$ cat src/rtl/fetch_unit.sv
// Instruction fetch stage: owns the PC, drives data_bus read addresses and
// buffers returned words in a 2-entry FIFO with a valid/ready output.
`ifndef INITIAL_PC
`define INITIAL_PC 64'h0
`endif
`ifndef MEM_END
`define MEM_END 64'hFFFF
`endif

module fetch_unit #(
    parameter logic [63:0] INIT_PC   = `INITIAL_PC,
    parameter logic [63:0] MEM_LIMIT = `MEM_END,
    parameter logic [63:0] PC_STEP   = 64'd1
) (
    input  logic        clk,
    input  logic        rst,
    input  logic        redirect_valid,
    input  logic [63:0] redirect_pc,
    output logic        out_valid,
    input  logic        out_ready,
    output logic [63:0] out_pc,
    output logic [63:0] out_instr,
    output logic        out_fault,
    output logic        halted,
    output logic [63:0] bus_addr,
    output logic        bus_rw,
    output logic [63:0] bus_write,
    input  logic [63:0] bus_read,
    input  logic        bus_exception
);

    typedef enum logic {ST_RUN = 1'b0, ST_HALT = 1'b1} state_t;

    typedef struct packed {
        logic [63:0] pc;
        logic [63:0] instr;
        logic        fault;
    } entry_t;

    state_t      state_q, state_d;
    logic [63:0] pc_q, pc_d;
    logic [63:0] bus_addr_q, bus_addr_d;
    logic [63:0] req_pc_q, req_pc_d;
    logic        inflight_q, inflight_d;
    logic        inflight_epoch_q, inflight_epoch_d;
    logic        epoch_q, epoch_d;
    logic [1:0]  count_q, count_d;
    entry_t      head_q, head_d;
    entry_t      tail_q, tail_d;
    entry_t      new_e;

    logic run, pop, cap, exc_cap, oob, room, issue, oob_push, push;

    assign run      = (state_q == ST_RUN);
    assign pop      = (count_q != 2'd0) & out_ready;
    // A response belongs to us only if last cycle issued in the current epoch.
    assign cap      = inflight_q & (inflight_epoch_q == epoch_q) & run & ~redirect_valid;
    assign exc_cap  = cap & bus_exception;
    assign oob      = run & (pc_q > MEM_LIMIT);
    assign room     = ({1'b0, count_q} + {2'b0, inflight_q}) < (3'd2 + {2'b0, pop});
    assign issue    = run & ~oob & room & ~redirect_valid;
    // The synthetic fault waits for the last real response so ordering holds.
    assign oob_push = oob & ~inflight_q & ~redirect_valid & ((count_q != 2'd2) | pop);
    assign push     = cap | oob_push;

    // FSM: state register
    always_ff @(posedge clk or posedge rst) begin
        if (rst) state_q <= ST_RUN;
        else     state_q <= state_d;
    end

    // FSM: next state
    always_comb begin
        state_d = state_q;
        if (redirect_valid)             state_d = ST_RUN;
        else if (exc_cap | oob_push)    state_d = ST_HALT;
    end

    // FSM: outputs
    always_comb begin
        halted = (state_q == ST_HALT);
    end

    always_comb begin
        new_e.pc    = cap ? req_pc_q : pc_q;
        new_e.instr = (cap & ~bus_exception) ? bus_read : 64'd0;
        new_e.fault = ~cap | bus_exception;
    end

    always_comb begin
        pc_d = pc_q;
        if (redirect_valid) pc_d = redirect_pc;
        else if (issue)     pc_d = pc_q + PC_STEP;
        // Never present an address past the limit to the bus.
        if (redirect_valid)          bus_addr_d = redirect_pc;
        else if (pc_d <= MEM_LIMIT)  bus_addr_d = pc_d;
        else                         bus_addr_d = bus_addr_q;
        inflight_d       = issue;
        inflight_epoch_d = issue ? epoch_q : inflight_epoch_q;
        req_pc_d         = issue ? pc_q : req_pc_q;
        epoch_d          = epoch_q ^ redirect_valid;
    end

    always_comb begin
        head_d  = head_q;
        tail_d  = tail_q;
        count_d = count_q;
        if (redirect_valid) begin
            count_d = 2'd0;
        end else begin
            case ({push, pop})
                2'b10: begin
                    if (count_q == 2'd0) head_d = new_e;
                    else                 tail_d = new_e;
                    count_d = count_q + 2'd1;
                end
                2'b01: begin
                    head_d  = tail_q;
                    count_d = count_q - 2'd1;
                end
                2'b11: begin
                    if (count_q == 2'd1) begin
                        head_d = new_e;
                    end else begin
                        head_d = tail_q;
                        tail_d = new_e;
                    end
                end
                default: ;
            endcase
        end
    end

    always_ff @(posedge clk or posedge rst) begin
        if (rst) begin
            pc_q             <= INIT_PC;
            bus_addr_q       <= INIT_PC;
            req_pc_q         <= 64'd0;
            inflight_q       <= 1'b0;
            inflight_epoch_q <= 1'b0;
            epoch_q          <= 1'b0;
            count_q          <= 2'd0;
            head_q           <= '0;
            tail_q           <= '0;
        end else begin
            pc_q             <= pc_d;
            bus_addr_q       <= bus_addr_d;
            req_pc_q         <= req_pc_d;
            inflight_q       <= inflight_d;
            inflight_epoch_q <= inflight_epoch_d;
            epoch_q          <= epoch_d;
            count_q          <= count_d;
            head_q           <= head_d;
            tail_q           <= tail_d;
        end
    end

    assign out_valid = (count_q != 2'd0);
    assign out_pc    = head_q.pc;
    assign out_instr = head_q.instr;
    assign out_fault = head_q.fault;
    assign bus_addr  = bus_addr_q;
    assign bus_rw    = 1'b0;
    assign bus_write = 64'd0;

endmodule

$ cat config.mk
export PLATFORM = sky130hd
export DESIGN_NAME = fetch_unit
export DESIGN_NICKNAME = d
export VERILOG_FILES = /design/src/rtl/fetch_unit.sv
export SDC_FILE = /design/constraint.sdc
export NUM_CORES = 1
export LEC_CHECK = 0
export BUFFER_PORTS_ARGS = -buffer_cell sky130_fd_sc_hd__buf_2
export CAP_MARGIN = 0
export CORE_AREA = 2 2 192 194
export CTS_CLUSTER_DIAMETER = 150
export DETAILED_ROUTE_END_ITERATION = 8
export DIE_AREA = 0 0 194 196
export PLACE_DENSITY = 0.82
export SETUP_SLACK_MARGIN = 0.02
export SLEW_MARGIN = 20
export SYNTH_ARGS = -nofsm -noshare
export SYNTH_HDL_FRONTEND = slang
export SYNTH_SLANG_ARGS = --single-unit
$ cat constraint.sdc
create_clock -name clk -period 15.8 [get_ports clk]
set_clock_uncertainty 0.2 [all_clocks]
set_input_delay 0.79 -clock clk [delete_from_list [all_inputs] [get_ports clk]]
set_output_delay 0.79 -clock clk [all_outputs]
set_load 0.005 [all_outputs]
======== Word-level counts from Yosys, hierarchy flattened ========
Index checks and enable logic that the tools add are counted.
word-level totals
  word-level logic and storage cells ...... 80
  memory bits (writable) .................. 0
  memories kept ........................... 0
  bits in latches ......................... 0
  input port bits ......................... 133
  output and inout bits ................... 260
  ROM bits ................................ 0
  flip-flop bits (word level) ............. 456
cells by class
  div/mod/pow operators ................... 0
  $mul .................................... 0
  magnitude comparators ................... 3
  equality and inequality tests ........... 9
  bitwise gates (word level) .............. 24
  reductions and logical operators ........ 9
  add/sub/neg operators ................... 5
  multiplexer cells ....................... 16
  shift-type cells ........................ 0
operators with widths
  cell                     number
  $mux W129                4
  $pmux W129 S3            1
  $mux W64                 6
  $pmux W129 S2            1
  $add A64 B1 Y64 const B  1
  $gt A64 B16 Y1 const B   1
  $le A64 B16 Y1 const B   1
  $and A1 B1 Y1            13
  $ne A2 B2 Y1 const B     4
  $reduce_bool A2 Y1       4
  $not A1 Y1               6
  $reduce_bool A3 Y1       2
  $eq A2 B1 Y1 const B     2
  $eq A2 B2 Y1 const B     2
  $or A1 B1 Y1             4
  $pmux W2 S2              1
  $reduce_and A4 Y1        1
  $add A2 B1 Y3            1
  $add A2 B1 Y3 const A    1
  $lt A3 B3 Y1             1
  $reduce_and A3 Y1        1
  $add A2 B1 Y2 const B    1
  $logic_not A2 Y1         1
  $mux W1                  2
  other kinds (4)          4

======== Logic depth before layout (Yosys ltp) ========
Gate-level depths: netlist (run 1).
  depth in word-level cells ............... 11
  depth in mapped cells ................... 12
  depth with buffers taken out ............ 9

======== Worst setup path before layout (run 1) ========
OpenSTA, ideal clock, no wires.
  path kind ............................... in2reg
  start ................................... input redirect_valid
  end ..................................... register bus_addr_q[0], in the netlist bus_addr[0]
  arrival time ............................ 2713 ps
  cell stages on the path ................. 8
  path slack .............................. 12760 ps
  library setup time ...................... 127 ps
  buffers on the path ..................... 2
  data required time ...................... 15473 ps
  cell sequence ........................... buf_1 -> mux2_2 -> nor4_1 -> nand4_1 -> nor3_2 -> a21oi_4 -> buf_4 -> mux2_1
between the ends
  word-level cells in the longest chain between the ends .. 6
  elaborated cells between the ends (all ways) .. 8
  those cells by class .................... order compare (1); mux (4); bitwise (2); reduce/logical (1)
RTL lines
  element                                                                 line  RTL
  from (decl)                                                             17    input logic redirect_valid,
  $not A1 Y1 (no source line)                                             -
  $and A1 B1 Y1                                                           61    assign issue = run & ~oob & room & ~redirect_valid;
  $mux W64                                                                93    else if (issue) pc_d = pc_q + PC_STEP;
  $mux W64                                                                92    if (redirect_valid) pc_d = redirect_pc;
  $le A64 B16 Y1 / $mux W64 (equally long branches)                       96    else if (pc_d <= MEM_LIMIT) bus_addr_d = pc_d;
  $reduce_bool A2 Y1 (no source line) / $mux W64 (equally long branches)  -
  to (signal assigned)                                                    147   bus_addr_q <= bus_addr_d;
  to (decl)                                                               42    logic [63:0] bus_addr_q, bus_addr_d;
Several ways; a longest one is shown, not always the timed one. The select of a mux whose other input is x is not followed.
A chain may end at the register's enable or synchronous reset.

======== Worst setup path in the final report (run 1) ========
  start ................................... register count_q[0]
  end ..................................... register head_q (netlist bit out_instr[41])
between the ends
  word-level cells in the longest chain between the ends .. 8
  elaborated cells between the ends (all ways) .. 16
  those cells by class .................... eq/ne (6); mux (2); bitwise (4); reduce/logical (4)
RTL lines
  element                                                                     line  RTL
  from (decl)                                                                 47    logic [1:0] count_q, count_d;
  from (signal assigned)                                                      152   count_q <= count_d;
  $reduce_bool A2 Y1                                                          55    assign pop = (count_q != 2'd0) & out_ready;
  $and A1 B1 Y1                                                               55
  $or A1 B1 Y1                                                                63    assign oob_push = oob & ~inflight_q & ~redirect_valid & ((count_q != 2'd2) | pop);
  $and A1 B1 Y1                                                               63
  $or A1 B1 Y1                                                                64    assign push = cap | oob_push;
  $eq A2 B2 Y1 / $eq A2 B1 Y1 (equally long branches)                         111   case ({push, pop})
  $ne A2 B2 Y1 (no source line) / $reduce_bool A3 Y1 (equally long branches)  -
  $reduce_and A3 Y1 (no source line)                                          -
  to (signal assigned)                                                        143   head_q <= '0;
  to (signal assigned)                                                        153   head_q <= head_d;
  to (decl)                                                                   48    entry_t head_q, head_d;
Several ways; a longest one is shown, not always the timed one.

==> results of run 1 <==
stage by stage:
stage | hold slack (ns) | util [%] | total power [W] | cell area [um^2]
after floorplan | 0.243 | - | 0.00221 | 19800
after global placement | 0.255 | 58.7 | 0.00256 | 21200
after detailed placement | 0.262 | 58.7 | 0.00261 | 21200
after CTS | 0.230 | 63.1 | 0.00375 | 22800
after global routing | 0.261 | 63.2 | 0.00395 | 22800
final | 0.217 | 63.2 | 0.00374 | 22800
worst max-delay path, cell delays in order, from the launching register on:
cell and delay (ns):
dfrtp_1 0.41, inv_1 0.11, ha_1 0.30, nand2b_4 0.57, a2111oi_2 0.59, o21ai_0 0.21, a31oi_4 0.77, buf_4 0.52
nor2_4 0.03, buf_4 0.34, a221oi_1 0.44, nor2_1 0.10
kinds of logic (layout without fill, tap and decap cells):
kind of cell,Yosys count,count (layout),synth area share (%)
other,1,66,0.0192
flip-flops,456,456,58.3
AND/OR/NAND/NOR,584,584,13.6
adder cells (fa/ha/maj),6,6,0.384
AO/OA/AOI/OAI,411,411,14.3
multiplexers,130,130,7.05
buffers and inverters,213,442,5.76
XOR/XNOR,12,12,0.537
routing by layer:
layer  track usage (%)  vias up
met5                 0        -
met4              8.08        0
met3              5.69       91
met2              43.0      704
met1              36.8     7495
li1                  -     6777
worst max path at each step:
| stage | depth (start not counted) | endpoint | slack [ns] |
|---|---|---|---|
| after floorplan | 1 | bus_addr[0] | 2.10 |
| after global placement | 9 | bus_addr[9] | 11.16 |
| after detailed placement | 9 | bus_addr[2] | 11.05 |
| after CTS | 10 | bus_addr[2] | 11.03 |
| after global routing | 11 | out_instr[36] | 10.68 |
| final | 11 | out_instr[41] | 10.99 |
cell usage in the layout (no fill, tap or decap), types with 10 or more instances in the layout:
| master | instances |
|---|---|
| a21oi_1 | 69 |
| a221oi_1 | 64 |
| a22o_1 | 112 |
| and2_1 | 48 |
| buf_2 | 326 |
| buf_4 | 16 |
| clkbuf_16 | 46 |
| conb_1 | 65 |
| dfrtp_1 | 456 |
| inv_1 | 10 |
| mux2_1 | 13 |
| mux2_2 | 50 |
| mux2i_1 | 67 |
| nand2_1 | 262 |
| nand3_1 | 11 |
| nor2_1 | 141 |
| nor4_1 | 24 |
| o21ai_0 | 142 |
| or3_1 | 65 |
power by group through the flow:
stage	registers [W]	logic (W)	clock network (W)
after global placement	0.00162	0.000938	0
after detailed placement	0.00164	0.000973	0
final	0.00162	0.000983	0.00114
after global routing	0.00165	0.00109	0.00120
after floorplan	0.00161	0.000598	0
after CTS	0.00162	0.000983	0.00115
registers in the layout, indices dropped and copies added, names as in the netlist, 2 cells and up:
register and cells:
tail_q 129, bus_addr 64, out_instr 64, out_pc 64, pc_q 64, req_pc_q 64, count_q 2
area by class of cell:
cell class | count | area [um^2] | area share, %
inverter | 11 | 48.8 | 0.214
sequential | 456 | 11400 | 50.1
timing repair buffer | 346 | 1820 | 7.99
tap | 468 | 586 | 2.57
clock buffer | 63 | 1290 | 5.68
clock inverter | 22 | 294 | 1.29
multi-input combinational | 1208 | 7340 | 32.2
antenna | 1 | 2.50 | 0.0110
==> results.cfg, run 1 <==
[outcome]
status = complete, no violations

[layout]
drive_above_1_share_pct = 23.3
instances_no_fill = 2575
areaGrowthSynthToFinish_pct = 16.5
num-nets-final = 2208
fillers = 2826

[global_route]
grt.total_usage_pct = 26.7
grt_pass1_vias = 14911
grt_antenna_before_repair = 1
gr-total-overflow = 0
grt_pass1_wl_um = 81700
grt_max_degree = 192

[timing]
max-slew-margin-rel_pct = 33.4
hold_viol_final = 0
period_minus_slack_ns = 4.81
setup_viol = 0
worst_pin_slew_ns = 0.999
drv_slew = 0
period_share_pct = 30.4
worst_slack_ns = 10.99
rsz0062_at_grt = no
fmax_mhz = 208
final.setup.tns_ns = 0

[drt]
drt_wl_total_um = 51200
avgViaCountPerCell = 5.85
vias = 15067
drc = 0
maxUsedRoutingLayer = met4
ant_nets = 0
dr_wl_met2_um = 24500
met1_length_um = 20900
wl_per_cell_um = 19.9
first_pass_iters = 5
wl_met3_um = 4410
drt-initial-drc-count = 1137

[power_and_ir_drop]
switching_share_pct = 32.6
cellPowerDensity_nw_per_um2 = 164
switching_power_w = 0.00122
p_int_w = 0.00252
p_leak_nw = 10.7
seqPwrFrac_pct = 43.4
power_frac_comb_pct = 26.3
clockPowerShare_pct = 30.4
vdd_ir_drop_max_mv = 0.110

[place]
io_buffers = 327
place_ws_ns = 11.05
gp_congestion = 0.846
dp_cells = 2488
hpwl_um = 32600

[setup_path]
cp_data_arrival_time_ns = 5.05
reg2reg_depth = 11
r2r-start = count_q[0]
r2r-end = out_instr[41]
cp_max_fo = 74
setup.worst_path.start = count_q[0]
path_class = reg -> reg
end_kind = register
required_ns = 16.04
cp-start-kind = register
r2r_setup_slack_ns = 10.99

[clock_tree]
numCtsBuffers = 46
cts-resized-gates = 0
path_clk_slew_ns = 0.07
cts_setup_buffers = 0
cts_tree = done
cts-root-buf = clkbuf_16
cts.sinks = 456
worstSkewPairLatency_ns = 0.58
clockBufferDepth = 3
postCtsHoldBufs = 0
cts_max_level = 2

[synth]
synthFlopType = dfrtp_1
post-synth-top-count-cell = dfrtp_1
ys_seq_elements = 456
syn_inst = 1813
yosysTopAreaCellShare_pct = 58.3
synth.area.top_cells = dfrtp_1 58%, nand2_1 5.0%, a22o_1 5.0%
ys_seq_area_share_pct = 58.3
synth_edf_count = 0
syn_area_per_cell_um2 = 10.8
ys_warn_count = 0
synthTopCellsByCount = 456 x dfrtp_1, 262 x nand2_1, 142 x nor2_1, 142 x o21ai_0, 112 x a22o_1
yosysUniqueCellTypes = 50
synth_top_area_cell = dfrtp_1
synth-async-reset-ratio_pct = 100
syn_area_um2 = 19600

[floorplan]
boundaryPins = 393
core_um2 = 36100
rows = 70
die_area_um2 = 38000
die_w_um = 194
start_util_pct = 54.2
die_y_um = 196

[hold_path]
hp-class = in -> async

[flow_run]
max_cap_violations = 0
(Power assumes the default switching activity.)
==> run 2, diff against run 1 <==
--- a/config.mk
+++ b/config.mk
@@ -7,11 +7,11 @@
 export LEC_CHECK = 0
 export BUFFER_PORTS_ARGS = -buffer_cell sky130_fd_sc_hd__buf_2
 export CAP_MARGIN = 0
-export CORE_AREA = 2 2 192 194
+export CORE_AREA = 2 2 201 203
 export CTS_CLUSTER_DIAMETER = 150
 export DETAILED_ROUTE_END_ITERATION = 8
-export DIE_AREA = 0 0 194 196
-export PLACE_DENSITY = 0.82
+export DIE_AREA = 0 0 203 205
+export PLACE_DENSITY = 0.79
 export SETUP_SLACK_MARGIN = 0.02
 export SLEW_MARGIN = 20
 export SYNTH_ARGS = -nofsm -noshare
==> constraint.sdc (replaced) <==
create_clock -name clk -period 4.3 [get_ports clk]
set_clock_uncertainty 0.2 [all_clocks]
set_input_delay 0.215 -clock clk [delete_from_list [all_inputs] [get_ports clk]]
set_output_delay 0.215 -clock clk [all_outputs]
set_load 0.005 [all_outputs]
==> results.cfg, run 2 (same netlist as run 1, synthesis figures left out) <==
[floorplan]
rows = 73
start_util_pct = 49.7
core_um2 = 39400
boundaryPins = 393
die_y_um = 205
die_area_um2 = 41600
die_w_um = 203

[clock_tree]
cts_setup_buffers = 0
cts_max_level = 2
clockBufferDepth = 3
worstSkewPairLatency_ns = 0.62
numCtsBuffers = 47
cts-resized-gates = 0
cts-root-buf = clkbuf_16
cts_tree = done
postCtsHoldBufs = 131
cts.sinks = 456
path_clk_slew_ns = 0.06

[hold_path]
min_to = bus_addr[20]
min-delay-start = redirect_valid
hp-class = in -> reg
hold_depth = 2

[drt]
drc = 0
vias = 15958
first_pass_iters = 5
avgViaCountPerCell = 5.74
drt-initial-drc-count = 1523
wl_met3_um = 4990
wl_per_cell_um = 20.5
met1_length_um = 23100
ant_nets = 0
maxUsedRoutingLayer = met4
drt_wl_total_um = 57100
dr_wl_met2_um = 26900

[timing]
rsz0062_at_grt = no
period_minus_slack_ns = 3.85
setup_viol = 0
fmax_mhz = 260
max-slew-margin-rel_pct = 33.9
period_share_pct = 89.5
drv_slew = 0
worst_pin_slew_ns = 0.992
final.setup.tns_ns = 0
hold_viol_final = 0

[setup_path]
cp_max_fo = 45
path_class = reg -> reg
cp-start-kind = register
slowest_stage = a21oi_4
r2r_setup_slack_ns = 0.45
cp_data_arrival_time_ns = 4.18
r2r-start = count_q[1]
r2r-end = bus_addr[49]
reg2reg_depth = 10
required_ns = 4.63
max_stage_delay_ns = 0.61
cp_cell_sequence = inv_1 > ha_1 > nand2b_4 > o21ai_0 > and3_1 > nand2_1 > o31a_1 > a21oi_4 > buf_4 > a22o_1
end_kind = register

[place]
post_dp_cell_area_um2 = 21400
io_buffers = 327
gp_congestion = 0.871
hpwl_um = 34600

[power_and_ir_drop]
cellPowerDensity_nw_per_um2 = 573
power_w = 0.0139
vdd_ir_drop_max_mv = 0.386
p_leak_nw = 11.3

[layout]
largest_reg_flops = 129
final_common_cell = dfrtp_1
drive_above_1_share_pct = 22.5
num-nets-final = 2355
areaGrowthSynthToFinish_pct = 24.3
fin_area_um2 = 24300
fillers = 2936
largest-register = tail_q
final_cell_mix = 456 x dfrtp_1, 326 x buf_2, 262 x nand2_1

[global_route]
gr-total-overflow = 0
grt_antenna_before_repair = 2
grt_max_degree = 160
grt.total_usage_pct = 27.3
grt_pass1_vias = 15762
grt_pass1_wl_um = 89300

[outcome]
status = complete, no violations

[flow_run]
max_cap_violations = 0
[run 2: per-stage QoR]
stage / setup WS (ns) / hold slack (ns) / utilization, % / instances
5_1_grt: 0.246 / 0.0854 / 61.7 / 2778
4_1_cts: 0.467 / 0.0354 / 61.7 / 2777
3_3_place_gp: 0.706 / 0.188 / 54.5 / 2561
6_report: 0.453 / 0.0757 / 61.8 / 2780
3_5_place_dp: 0.503 / 0.182 / 54.5 / 2561
2_1_floorplan: -2.28 / 0.149 / - / 1877
[run 2: report_power, final]
part           internal, W  switching (W)  leakage, nW
clock              0.00228        0.00180        0.773
sequential         0.00532       0.000662         5.77
combinational      0.00163        0.00223         4.80
total              0.00923        0.00469         11.3
[run 2: cell type report]
| type | count | area [um^2] | area share, % |
|---|---|---|---|
| Clock buffer | 65 | 1340 | 5.53 |
| Multi-Input combinational cell | 1208 | 7340 | 30.2 |
| Sequential cell | 456 | 11400 | 46.9 |
| Timing Repair Buffer | 492 | 3310 | 13.6 |
| Clock inverter | 20 | 204 | 0.839 |
| Inverter | 11 | 45.0 | 0.185 |
| Antenna cell | 3 | 7.51 | 0.0309 |
| Tap cell | 525 | 657 | 2.70 |
[run 2: worst max path at each step]
stage                          start           end  slack, ns  cells after the start
after floorplan                  rst   bus_addr[0]      -2.28                      1
after global placement    count_q[0]  bus_addr[50]       0.71                     10
after detailed placement  count_q[0]  bus_addr[44]       0.50                     10
after CTS                 count_q[1]  bus_addr[44]       0.47                     10
after global routing      count_q[0]  bus_addr[49]       0.25                     10
final                     count_q[1]  bus_addr[49]       0.45                     10
[run 2: critical path, delay by kind of cell, from the launching register on]
kind | cells | cell delay (ns)
AO/OA/AOI/OAI | 4 | 1.47
adder cells (fa/ha/maj) | 1 | 0.28
buffers and inverters | 2 | 0.67
flip-flops | 1 | 0.40
AND/OR/NAND/NOR | 3 | 0.70
[run 2: per-layer routing]
layer	global-route usage [%]	vias to the layer above
met1	36.6	7886
met4	11.1	0
li1	-	7051
met2	43.3	868
met5	0	-
met3	6.05	153
